<file path="config.mk">
export PLATFORM = sky130hd
export DESIGN_NAME = event_readout_sequencer
export DESIGN_NICKNAME = d
export VERILOG_FILES = /design/src/rtl/event_readout_sequencer.sv
export SDC_FILE = /design/constraint.sdc
export NUM_CORES = 1
export LEC_CHECK = 0
export CAP_MARGIN = 10
export CORE_MARGIN = 2
export CORE_UTILIZATION = 30
export DETAILED_ROUTE_END_ITERATION = 10
export GPL_ROUTABILITY_DRIVEN = 0
export HOLD_SLACK_MARGIN = 0.05
export PLACE_DENSITY_LB_ADDON = 0.2
export SLEW_MARGIN = 20
export SYNTH_ARGS = -nofsm -noshare
export SYNTH_HDL_FRONTEND = slang
export SYNTH_SLANG_ARGS = --single-unit
</file>
<file path="constraint.sdc">
create_clock -name clk100_i -period 4.1 [get_ports clk100_i]
set_clock_uncertainty 0.15 [all_clocks]
set_input_delay 0.82 -clock clk100_i [delete_from_list [all_inputs] [get_ports clk100_i]]
set_output_delay 0.82 -clock clk100_i [all_outputs]
set_load 0.05 [all_outputs]
</file>
<file path="src/rtl/event_readout_sequencer.sv">
// Trigger-to-FIFO sequencer for one drift-tube event: capture window, then header,
// per-tube words and trailer written with full-stall retry, then a tube clear pulse.
module event_readout_sequencer #(
  parameter int NUM_TUBES  = 32,
  parameter int WINDOW     = 256,
  parameter int CLR_CYCLES = 11,
  parameter bit SKIP_ZERO  = 1'b0
) (
  input  logic                   clk100_i,
  input  logic                   rst_n_i,
  input  logic                   trig_i,
  input  logic [NUM_TUBES*8-1:0] tube_data_i,
  input  logic                   fifo_full_i,
  output logic                   capture_en_o,
  output logic                   tube_clr_o,
  output logic [15:0]            fifo_din_o,
  output logic                   fifo_wr_en_o,
  output logic                   busy_o,
  output logic [7:0]             evt_cnt_o,
  output logic [7:0]             drop_cnt_o
);

  localparam int CMAX = (WINDOW > CLR_CYCLES) ? WINDOW : CLR_CYCLES;
  localparam int CW   = $clog2(CMAX + 1);

  typedef enum logic [2:0] {
    S_IDLE,
    S_WINDOW,
    S_HEADER,
    S_TUBES,
    S_TRAILER,
    S_CLEAR
  } state_t;

  state_t          state_q, state_d;
  logic [CW-1:0]   cnt_q, cnt_d;
  logic [7:0]      idx_q, idx_d;
  logic            trig_q;
  logic [7:0]      evt_q, evt_d;
  logic [7:0]      drop_q, drop_d;
  logic [15:0]     din_q, din_d;
  logic            wr_q, wr_d;
  logic            trig_edge;
  logic [7:0]      tube_byte;
  logic            advance;

  assign trig_edge = trig_i & ~trig_q;

  always_comb begin
    tube_byte = 8'd0;
    for (int i = 0; i < NUM_TUBES; i++) begin
      if (idx_q == 8'(i)) tube_byte = tube_data_i[8*i +: 8];
    end
  end

  always_ff @(posedge clk100_i or negedge rst_n_i) begin
    if (!rst_n_i) begin
      state_q <= S_IDLE;
      cnt_q   <= '0;
      idx_q   <= 8'd0;
      trig_q  <= 1'b0;
      evt_q   <= 8'd0;
      drop_q  <= 8'd0;
      din_q   <= 16'd0;
      wr_q    <= 1'b0;
    end else begin
      state_q <= state_d;
      cnt_q   <= cnt_d;
      idx_q   <= idx_d;
      trig_q  <= trig_i;
      evt_q   <= evt_d;
      drop_q  <= drop_d;
      din_q   <= din_d;
      wr_q    <= wr_d;
    end
  end

  always_comb begin
    state_d = state_q;
    cnt_d   = cnt_q;
    idx_d   = idx_q;
    evt_d   = evt_q;
    drop_d  = drop_q;
    din_d   = din_q;
    wr_d    = 1'b0;
    advance = 1'b0;

    // Includes an edge on the final CLEAR cycle: the event ends, the trigger is lost.
    if (trig_edge && (state_q != S_IDLE) && (drop_q != 8'hFF)) drop_d = drop_q + 8'd1;

    case (state_q)
      S_IDLE: begin
        if (trig_edge) begin
          state_d = S_WINDOW;
          cnt_d   = '0;
        end
      end
      S_WINDOW: begin
        if (cnt_q == CW'(WINDOW - 1)) state_d = S_HEADER;
        else                          cnt_d   = cnt_q + 1'b1;
      end
      S_HEADER: begin
        if (!fifo_full_i) begin
          wr_d    = 1'b1;
          din_d   = {8'hA5, evt_q};
          idx_d   = 8'd0;
          state_d = S_TUBES;
        end
      end
      S_TUBES: begin
        if (SKIP_ZERO && (tube_byte == 8'd0)) begin
          advance = 1'b1;
        end else if (!fifo_full_i) begin
          wr_d    = 1'b1;
          din_d   = {tube_byte, idx_q};
          advance = 1'b1;
        end
        if (advance) begin
          if (idx_q == 8'(NUM_TUBES - 1)) state_d = S_TRAILER;
          else                            idx_d   = idx_q + 8'd1;
        end
      end
      S_TRAILER: begin
        if (!fifo_full_i) begin
          wr_d    = 1'b1;
          din_d   = 16'hFFFF;
          evt_d   = evt_q + 8'd1;
          cnt_d   = '0;
          state_d = S_CLEAR;
        end
      end
      S_CLEAR: begin
        if (cnt_q == CW'(CLR_CYCLES - 1)) state_d = S_IDLE;
        else                              cnt_d   = cnt_q + 1'b1;
      end
      default: state_d = S_IDLE;
    endcase
  end

  assign capture_en_o = (state_q == S_WINDOW);
  assign tube_clr_o   = (state_q == S_CLEAR);
  assign busy_o       = (state_q != S_IDLE);
  assign fifo_din_o   = din_q;
  assign fifo_wr_en_o = wr_q;
  assign evt_cnt_o    = evt_q;
  assign drop_cnt_o   = drop_q;

endmodule

</file>
==> results_dict.tcl, run 1 <==
set metrics [dict create \
    dr.first_iter.drc_count 973 \
    synthTopCellsByCount "nand2_1, o21ai_0, dfrtp_1" \
    setup_viol 0 \
    cp.arrival_ns 3.55 \
    preCtsSetupSlack_ns 0.7193 \
    internal-power_mw 1.178 \
    fillers 2006 \
    postCtsSetupBuffers 0 \
    die_w_um 144.2 \
    dp_hpwl_um 23370 \
    syn_nets 1084 \
    cts_hold_buffers 0 \
    ys_top_cells_by_area "dfrtp_1, o21ai_0, nand2_1" \
    grt_max_degree 67 \
    cts_tree "done" \
    synth_top_cell_by_area "dfrtp_1" \
    rsz0062_at_grt "no" \
    synth-edff-count 0 \
    postRouteAntennaNets 0 \
    synth-async-reset-ratio 1.000 \
    holdWs_ns 0.3348 \
    slew-limit-headroom 0.2399 \
    p_seq_frac 0.346 \
    seqCellArea_um2 1351 \
    yosysMostFrequentCell "nand2_1" \
    placedCellCount 1325 \
    multiInputGateArea_um2 4199 \
    finalHoldViolations 0 \
    port_buffers 295 \
    ir_drop_uv 159.5 \
    area_growth_pct 55.88 \
    crit_fanout 22 \
    power.share.clock 0.229 \
    antenna_found_initial 1 \
    start_kind "flip-flop" \
    syn_avg_cell_area_um2 7.237 \
    maxCapViolations 0 \
    grt_overflow 0 \
    post-route-cell-area_um2 9194 \
    sw_frac_of_total 0.3422 \
    cp.required_ns 4.17 \
    synth.distinct_cells 77 \
    holdCritPathClass "flip-flop to flip-flop" \
    wirelength_um 29550 \
    h-tree-depth 2 \
    via_per_inst 6.003 \
    grt_use_total 0.2740 \
    ctsRootBufferMaster "clkbuf_16" \
    p_total_mw 1.790 \
    r2r_slack_ns 0.62 \
    avgRoutedWirePerCell_um 22.17 \
    p_switching_uw 612.6 \
    critPathKind "flip-flop to flip-flop" \
    tightest_slew_ns 1.136 \
    routed-via-count 8002 \
    power_density_nw_per_um2 194.7 \
    row_count 51 \
    insertion_delay_ns 0.29 \
    fin_cells 1333 \
    setup_tns_ns 0 \
    ctsResizeCount 0 \
    grt_pass1_vias 7814 \
    power_leakage_nw 3.382 \
    die-area_um2 20800 \
    nNetsFinal 1336 \
    coreArea_um2 19400 \
    dr.pass1.iters 5 \
    ios 296 \
    synth_seq_cells 54 \
    initial_core_util 0.3041 \
    syn_inst 815 \
    maxSlewViolCount 0 \
    synth_ff_type "dfrtp_1" \
    finalCritPeriodShare 0.8481 \
    status "finished, final reports clean" \
    fin_ws_ns 0.6226 \
    synth_warnings 0 \
    clockBufferDepth 2 \
    grt_pass1_wl_um 43840 \
    clk_pin_slew_worst_paths_ns 0.07 \
    pwr-share-comb 0.425 \
    drc 0 \
    fp.dieH_um 144.2 \
    cts_sinks 54 \
    end_kind "flip-flop" \
    drive_gt1_frac 0.05717 \
    fin_crit_ns 3.477 \
    seq_area_frac_synth 0.2291 \
    fin_util 0.4739 \
    postPlaceCellArea_um2 9059 \
    netlist.area_leader.share 0.2291 \
    synth.cell_area_um2 5898 \
    max_freq_mhz 287.6 \
    cts_made_buffers 5 \
]
power by group through the flow:
stage	Clock (mW)	Combinational (mW)	Sequential (mW)
after CTS	0.418	0.756	0.620
after detailed placement	0	0.754	0.630
final	0.411	0.760	0.619
after global routing	0.441	0.806	0.627
after global placement	0	0.751	0.628
after floorplan	0	0.249	0.704
area by class of cell:
cell class	instances	area share
multi-input cells	673	0.4567
repair buffers	318	0.3394
flip-flops and latches	54	0.1470
well taps	265	0.03606
clock buffers	7	0.01443
inverters	15	0.006124
diodes	1	0.0002722
cells by family (layout without fill, tap and decap cells):
logic type,after synthesis,count (layout),synth area share
xor+xnor,16,16,0.02376
compound gates,336,336,0.3899
other cells,0,1,0
fa+ha+maj,9,9,0.01909
mux,4,4,0.009545
buf+inv,88,340,0.06343
simple gates,308,308,0.2652
flops,54,54,0.2291
worst paths after layout:
path | startpoint | endpoint | cells past startpoint
max in group asynchronous | rst_n_i | idx_q[4] | 2
worst max-delay path | idx_q[0] | fifo_din_o[13] | 8
min in group asynchronous | rst_n_i | drop_cnt_o[0] | 1
worst min register to register | cnt_q[8] | cnt_q[8] | 2
worst min-delay path | cnt_q[8] | cnt_q[8] | 2
worst max register to register | idx_q[0] | fifo_din_o[13] | 8
cells in the final DEF, fill, tap and decap left out, types with 9 or more instances in the layout:
master / Yosys / layout
a22oi_1: 16 / 16
nand3_1: 34 / 34
o21ai_0: 80 / 80
a31oi_1: 14 / 14
inv_1: 13 / 13
o211ai_1: 18 / 18
a22o_1: 13 / 13
dfrtp_1: 54 / 54
o22ai_1: 29 / 29
nand2_1: 101 / 101
xnor2_1: 10 / 10
nand2b_1: 16 / 16
buf_4: 1 / 23
nor3_1: 24 / 24
o221ai_1: 9 / 9
a21oi_1: 51 / 51
o21a_1: 10 / 10
a211oi_1: 11 / 11
clkdlybuf4s50_1: 0 / 294
nand4_1: 17 / 17
nor2_1: 52 / 52
a221oi_1: 10 / 10
metal layers:
metal | track usage | up-vias | part of all wire
li1 | - | 3629 | -
met1 | 0.3379 | 3758 | 0.38
met2 | 0.4682 | 524 | 0.49
met3 | 0.04437 | 91 | 0.086
met4 | 0.1272 | 0 | 0.051
met5 | 0 | - | 0
worst max-delay path, stage by stage (launching register included):
cell and delay (ns):
dfrtp_1 0.49, inv_1 0.14, ha_2 0.34, nor2_1 0.90, o311ai_0 0.30, a2bb2oi_1 0.21, nor4b_1 0.57, o41ai_2 0.16
o21ai_1 0.15
flip-flops by register name, indices dropped and copies added, names as in the netlist:
register / count
fifo_wr_en_o: 1
trig_q: 1
fifo_din_o: 16
drop_cnt_o: 8
state_q: 3
evt_cnt_o: 8
idx_q: 8
cnt_q: 9
No activity file was read; power rests on OpenSTA's default activity.
==> inputs of run 2 (changes only) <==
clock period = 3.4 ns   (was 4.1 ns; I/O delays follow)
==> run 2 against run 1 <==
  * Setup slack worse by 0.49 ns
  * Hold slack got worse by 0.10 ns
  * Flip-flop and latch count did not move
  * Global-route usage increased by 0.55 points
  * Power increased by 32%
  * Sequential power is 19% higher
  * Critical path type unchanged
  * Largest cell class unchanged
==> results_dict.tcl, run 2 (synthesis results as in run 1) <==
set metrics [dict create \
    finalCritPeriodShare 0.9623 \
    critPathKind "flip-flop to flip-flop" \
    pwr-share-comb 0.399 \
    ctsRootBufferMaster "clkbuf_16" \
    nNetsFinal 1351 \
    reg2reg_depth 10 \
    port_buffers 295 \
    rsz0062_at_grt "no" \
    dr.first_iter.drc_count 812 \
    most-common-layout-cells "clkdlybuf4s50_1, nand2_1, o21ai_0" \
    tightest_slew_ns 0.7129 \
    fin_crit_ns 3.272 \
    power_leakage_nw 3.507 \
    clk_pin_slew_worst_paths_ns 0.08 \
    start_kind "flip-flop" \
    setup_tns_ns 0 \
    largest_reg_flops 16 \
    drive_gt1_frac 0.07387 \
    cts_made_buffers 5 \
    max_freq_mhz 305.7 \
    grt_overflow 0 \
    cts_tree "done" \
    coreArea_um2 19400 \
    avgRoutedWirePerCell_um 22.07 \
    cts_sinks 54 \
    cts_hold_buffers 0 \
    dp_hpwl_um 23620 \
    internal-power_mw 1.606 \
    power.share.clock 0.290 \
    row_count 51 \
    postRouteAntennaNets 0 \
    insertion_delay_ns 0.30 \
    worstReg2RegEnd "fifo_din_o[8]" \
    p_seq_frac 0.311 \
    maxCapViolations 0 \
    holdCritPathClass "input port to async pin" \
    worstReg2RegStart "idx_q[0]" \
    p_switching_uw 760.5 \
    cp.arrival_ns 3.35 \
    cp.required_ns 3.48 \
    routed-via-count 8067 \
    antenna_found_initial 0 \
    ir_drop_uv 197.8 \
    setup_viol 0 \
    clockBufferDepth 2 \
    grt_pass1_vias 7948 \
    die-area_um2 20800 \
    slew-limit-headroom 0.5124 \
    fp.dieH_um 144.2 \
    drc 0 \
    initial_core_util 0.3041 \
    ios 296 \
    status "finished, final reports clean" \
    r2r_slack_ns 0.13 \
    area_growth_pct 59.65 \
    power_density_nw_per_um2 251.3 \
    h-tree-depth 2 \
    die_w_um 144.2 \
    grt_pass1_wl_um 44720 \
    fin_util 0.4854 \
    insertedDiodeCount 0 \
    finalHoldViolations 0 \
    crit_start "idx_q[0]" \
    crit_fanout 29 \
    grt_max_degree 66 \
    end_kind "flip-flop" \
    layout_commonest_cell "clkdlybuf4s50_1" \
    dr.pass1.iters 6 \
    sw_frac_of_total 0.3213 \
    maxSlewViolCount 0 \
    wirelength_um 29750 \
    grt_use_total 0.2795 \
    via_per_inst 5.984 \
]
run 2: changes by cell type in the layout (fill, tap and decap cells not counted), sizes merged:
cell / change
buf: +15
bufinv: +2
clkbuf: -1
diode: -1
run 2: worst max-delay path, stage by stage (launching register included):
cell and delay (ns):
dfrtp_1 0.50, ha_2 0.40, buf_4 0.38, buf_4 0.33, a221o_1 0.27, o221ai_1 0.17
a22oi_1 0.18, o211ai_1 0.11, o21ai_0 0.28, nand4_1 0.23, a21oi_1 0.20
run 2: final cells by class:
class | count | area (um^2)
Fill cell | 1967 | 9982
Timing Repair Buffer | 333 | 3273
Sequential cell | 54 | 1351
Multi-Input combinational cell | 673 | 4205
Clock buffer | 6 | 138.9
Tap cell | 265 | 331.6
Clock inverter | 2 | 60.06
Inverter | 15 | 56.30
run 2: how the worst max path moves through the flow:
stage               slack (ns)       endpoint
floorplan                 0.42   capture_en_o
global placement          0.26  fifo_din_o[8]
detailed placement        0.25  fifo_din_o[8]
CTS                       0.22  fifo_din_o[8]
global route              0.02  fifo_din_o[8]
finish                    0.13  fifo_din_o[8]
run 2: through the flow:
step | hold slack (ns) | instances | instance area [um^2] | setup slack (ns) | power, mW
floorplan | 0.2344 | 815 | 5898 | 0.4185 | 1.148
global placement | 0.3137 | 1340 | 9209 | 0.2595 | 1.681
detailed placement | 0.3223 | 1340 | 9209 | 0.2460 | 1.682
CTS | 0.3383 | 1348 | 9408 | 0.2212 | 2.364
global route | 0.2768 | 1348 | 9417 | 0.02223 | 2.461
finish | 0.2307 | 1348 | 9417 | 0.1283 | 2.367
run 2: power by group through the flow:
stage	combinational, mW	clock [mW]	sequential [mW]
CTS	0.937	0.692	0.736
finish	0.945	0.687	0.735
global route	1.00	0.716	0.745
floorplan	0.300	0	0.848
detailed placement	0.934	0	0.748
global placement	0.935	0	0.745
run 2: metal layers:
metal  track usage  share of wire  vias up
li1              -              -     3661
met4        0.1303          0.053        0
met1        0.3457           0.38     3797
met3       0.05066          0.089      110
met5             0              0        -
met2        0.4719           0.48      499
run 2: repair_timing:
item,CTS,global route
endpoints found under the hold margin,0,0
setup endpoints to repair,0,1
resized for setup,0,1
setup buffers,0,0
==> inputs of run 3 (changes only) <==
SKIP_LAST_GASP = 1   (was unset)
SLEW_MARGIN = unset   (was 20)
==> run 3 against run 2 <==
  * Cell area is essentially flat
  * Combinational power is essentially flat
  * Maximum frequency decreased by 0.11%
  * Sequential share of layout area barely moved
  * Core utilization is essentially flat
  * Cell count did not move
  * Die area unchanged
  * Critical path depth is the same
  * Non-clock buffer count is the same
  * Count of clock-buffer cells in the layout unchanged
==> results_dict.tcl, run 3 (synthesis results as in run 1) <==
set metrics [dict create \
    p_seq_frac 0.311 \
    post-route-cell-area_um2 9414 \
    critPathKind "flip-flop to flip-flop" \
    fp.dieH_um 144.2 \
    maxCapViolations 0 \
    status "finished, final reports clean" \
    holdWs_ns 0.3312 \
    top_layer_used "met4" \
    p_total_mw 2.365 \
    tightest_slew_ns 1.008 \
    grt_pass1_vias 7948 \
    cp_num_buf_inv 2 \
    via_per_inst 5.971 \
    setup_viol 0 \
    avgRoutedWirePerCell_um 22.04 \
    clk_pin_slew_worst_paths_ns 0.07 \
    ios 296 \
    dr.pass1.iters 5 \
    grt_use_total 0.2795 \
    maxSlewViolCount 0 \
    cts_made_buffers 5 \
    drive_gt1_frac 0.07387 \
    insertion_delay_ns 0.30 \
    ctsRootBufferMaster "clkbuf_16" \
    sw_frac_of_total 0.3211 \
    insertedDiodeCount 0 \
    ir_drop_uv 197.8 \
    slowest_stage "dfrtp_1" \
    cts_sinks 54 \
    wl_met3_um 2640 \
    row_count 51 \
    holdCritPathClass "flip-flop to flip-flop" \
    cp.arrival_ns 3.35 \
    coreArea_um2 19400 \
    path_cells "ha_2, buf_4, buf_4, a221o_1, o221ai_1, a22oi_1, o211ai_1, o21ai_0, nand4_1, a21oi_1" \
    p_switching_uw 759.5 \
    slowest_delay_ns 0.50 \
    crit_fanout 29 \
    finalHoldViolations 0 \
    nNetsFinal 1351 \
    routed-via-count 8049 \
    layout_commonest_cell "clkdlybuf4s50_1" \
    postPlaceCellArea_um2 9209 \
    max_freq_mhz 305.3 \
    postCtsSetupBuffers 0 \
    setup_tns_ns 0 \
    start_kind "flip-flop" \
    dr.first_iter.drc_count 812 \
    port_buffers 295 \
    largest_reg_flops 16 \
    wirelength_um 29710 \
    most-common-layout-cells "clkdlybuf4s50_1, nand2_1, o21ai_0" \
    end_kind "flip-flop" \
    slew-limit-headroom 0.3280 \
    cts_tree "done" \
    die_w_um 144.2 \
    clockBufferDepth 2 \
    grt_pass1_wl_um 44720 \
    area_growth_pct 59.61 \
    rsz0062_at_grt "no" \
    initial_core_util 0.3041 \
    pwr-share-comb 0.399 \
    wl_met2_um 14360 \
    internal-power_mw 1.606 \
    finalCritPeriodShare 0.9633 \
    fin_crit_ns 3.275 \
    antenna_found_initial 0 \
    drc 0 \
    grt_overflow 0 \
    grt_max_degree 66 \
    postRouteAntennaNets 0 \
    crit_top_cell "buf_4" \
    path_delay_family "compound AO/OA/AOI/OAI gates" \
    dp_hpwl_um 23620 \
    power.share.clock 0.290 \
    cp.required_ns 3.48 \
    power_leakage_nw 3.506 \
    h-tree-depth 2 \
    die-area_um2 20800 \
    met1Wirelength_um 11170 \
    power_density_nw_per_um2 251.2 \
]
## run 3: cell counts in the layout (fill, tap and decap cells not counted)
Identical to the previous run, type by type.
## run 3: worst min-delay path, cell delays in order, from the launching register on
cell	delay, ns
dfrtp_1	0.35
nand2_1	0.05
o21ai_0	0.06
## run 3: what timing repair did
action                                  4_1_cts  5_1_grt
resized for setup                             0        1
hold buffers                                  0        0
endpoints found under the setup margin        0        1
## run 3: worst paths after layout
check                              startpoint  cells past startpoint  slack (ns)       endpoint
worst max register to register       idx_q[0]                     10        0.12  fifo_din_o[8]
max in group asynchronous             rst_n_i                      2        2.00  fifo_din_o[6]
min in group asynchronous             rst_n_i                      1        0.41  drop_cnt_o[4]
worst min register to register  fifo_din_o[2]                      2        0.33  fifo_din_o[2]
worst max-delay path                 idx_q[0]                     10        0.12  fifo_din_o[8]
worst min-delay path            fifo_din_o[2]                      2        0.33  fifo_din_o[2]
## run 3: area by class of cell
type / count / area [um^2]
Timing Repair Buffer: 333 / 3271
Tap cell: 265 / 331.6
Sequential cell: 54 / 1351
Clock inverter: 2 / 60.06
Multi-Input combinational cell: 673 / 4205
Inverter: 15 / 56.30
Clock buffer: 6 / 138.9
Fill cell: 1966 / 9985
## run 3: power by group through the flow
stage / Sequential, mW / Combinational, mW / Clock [mW]
after CTS: 0.736 / 0.937 / 0.692
final: 0.735 / 0.944 / 0.686
after global routing: 0.745 / 1.00 / 0.716
after detailed placement: 0.748 / 0.934 / 0
after floorplan: 0.848 / 0.300 / 0
after global placement: 0.745 / 0.935 / 0
## run 3: metal layers
layer,GRT usage,vias to the layer above
li1,-,3659
met1,0.3457,3786
met2,0.4719,498
met3,0.05066,106
met4,0.1303,0
met5,0,-
## run 3: metrics by stage
stage / utilization / cells / setup WS, ns
after floorplan: - / 815 / 0.4185
after global placement: 0.4747 / 1340 / 0.2595
after detailed placement: 0.4747 / 1340 / 0.2460
after CTS: 0.4850 / 1348 / 0.2212
after global routing: 0.4853 / 1348 / 0.02223
final: 0.4853 / 1348 / 0.1246
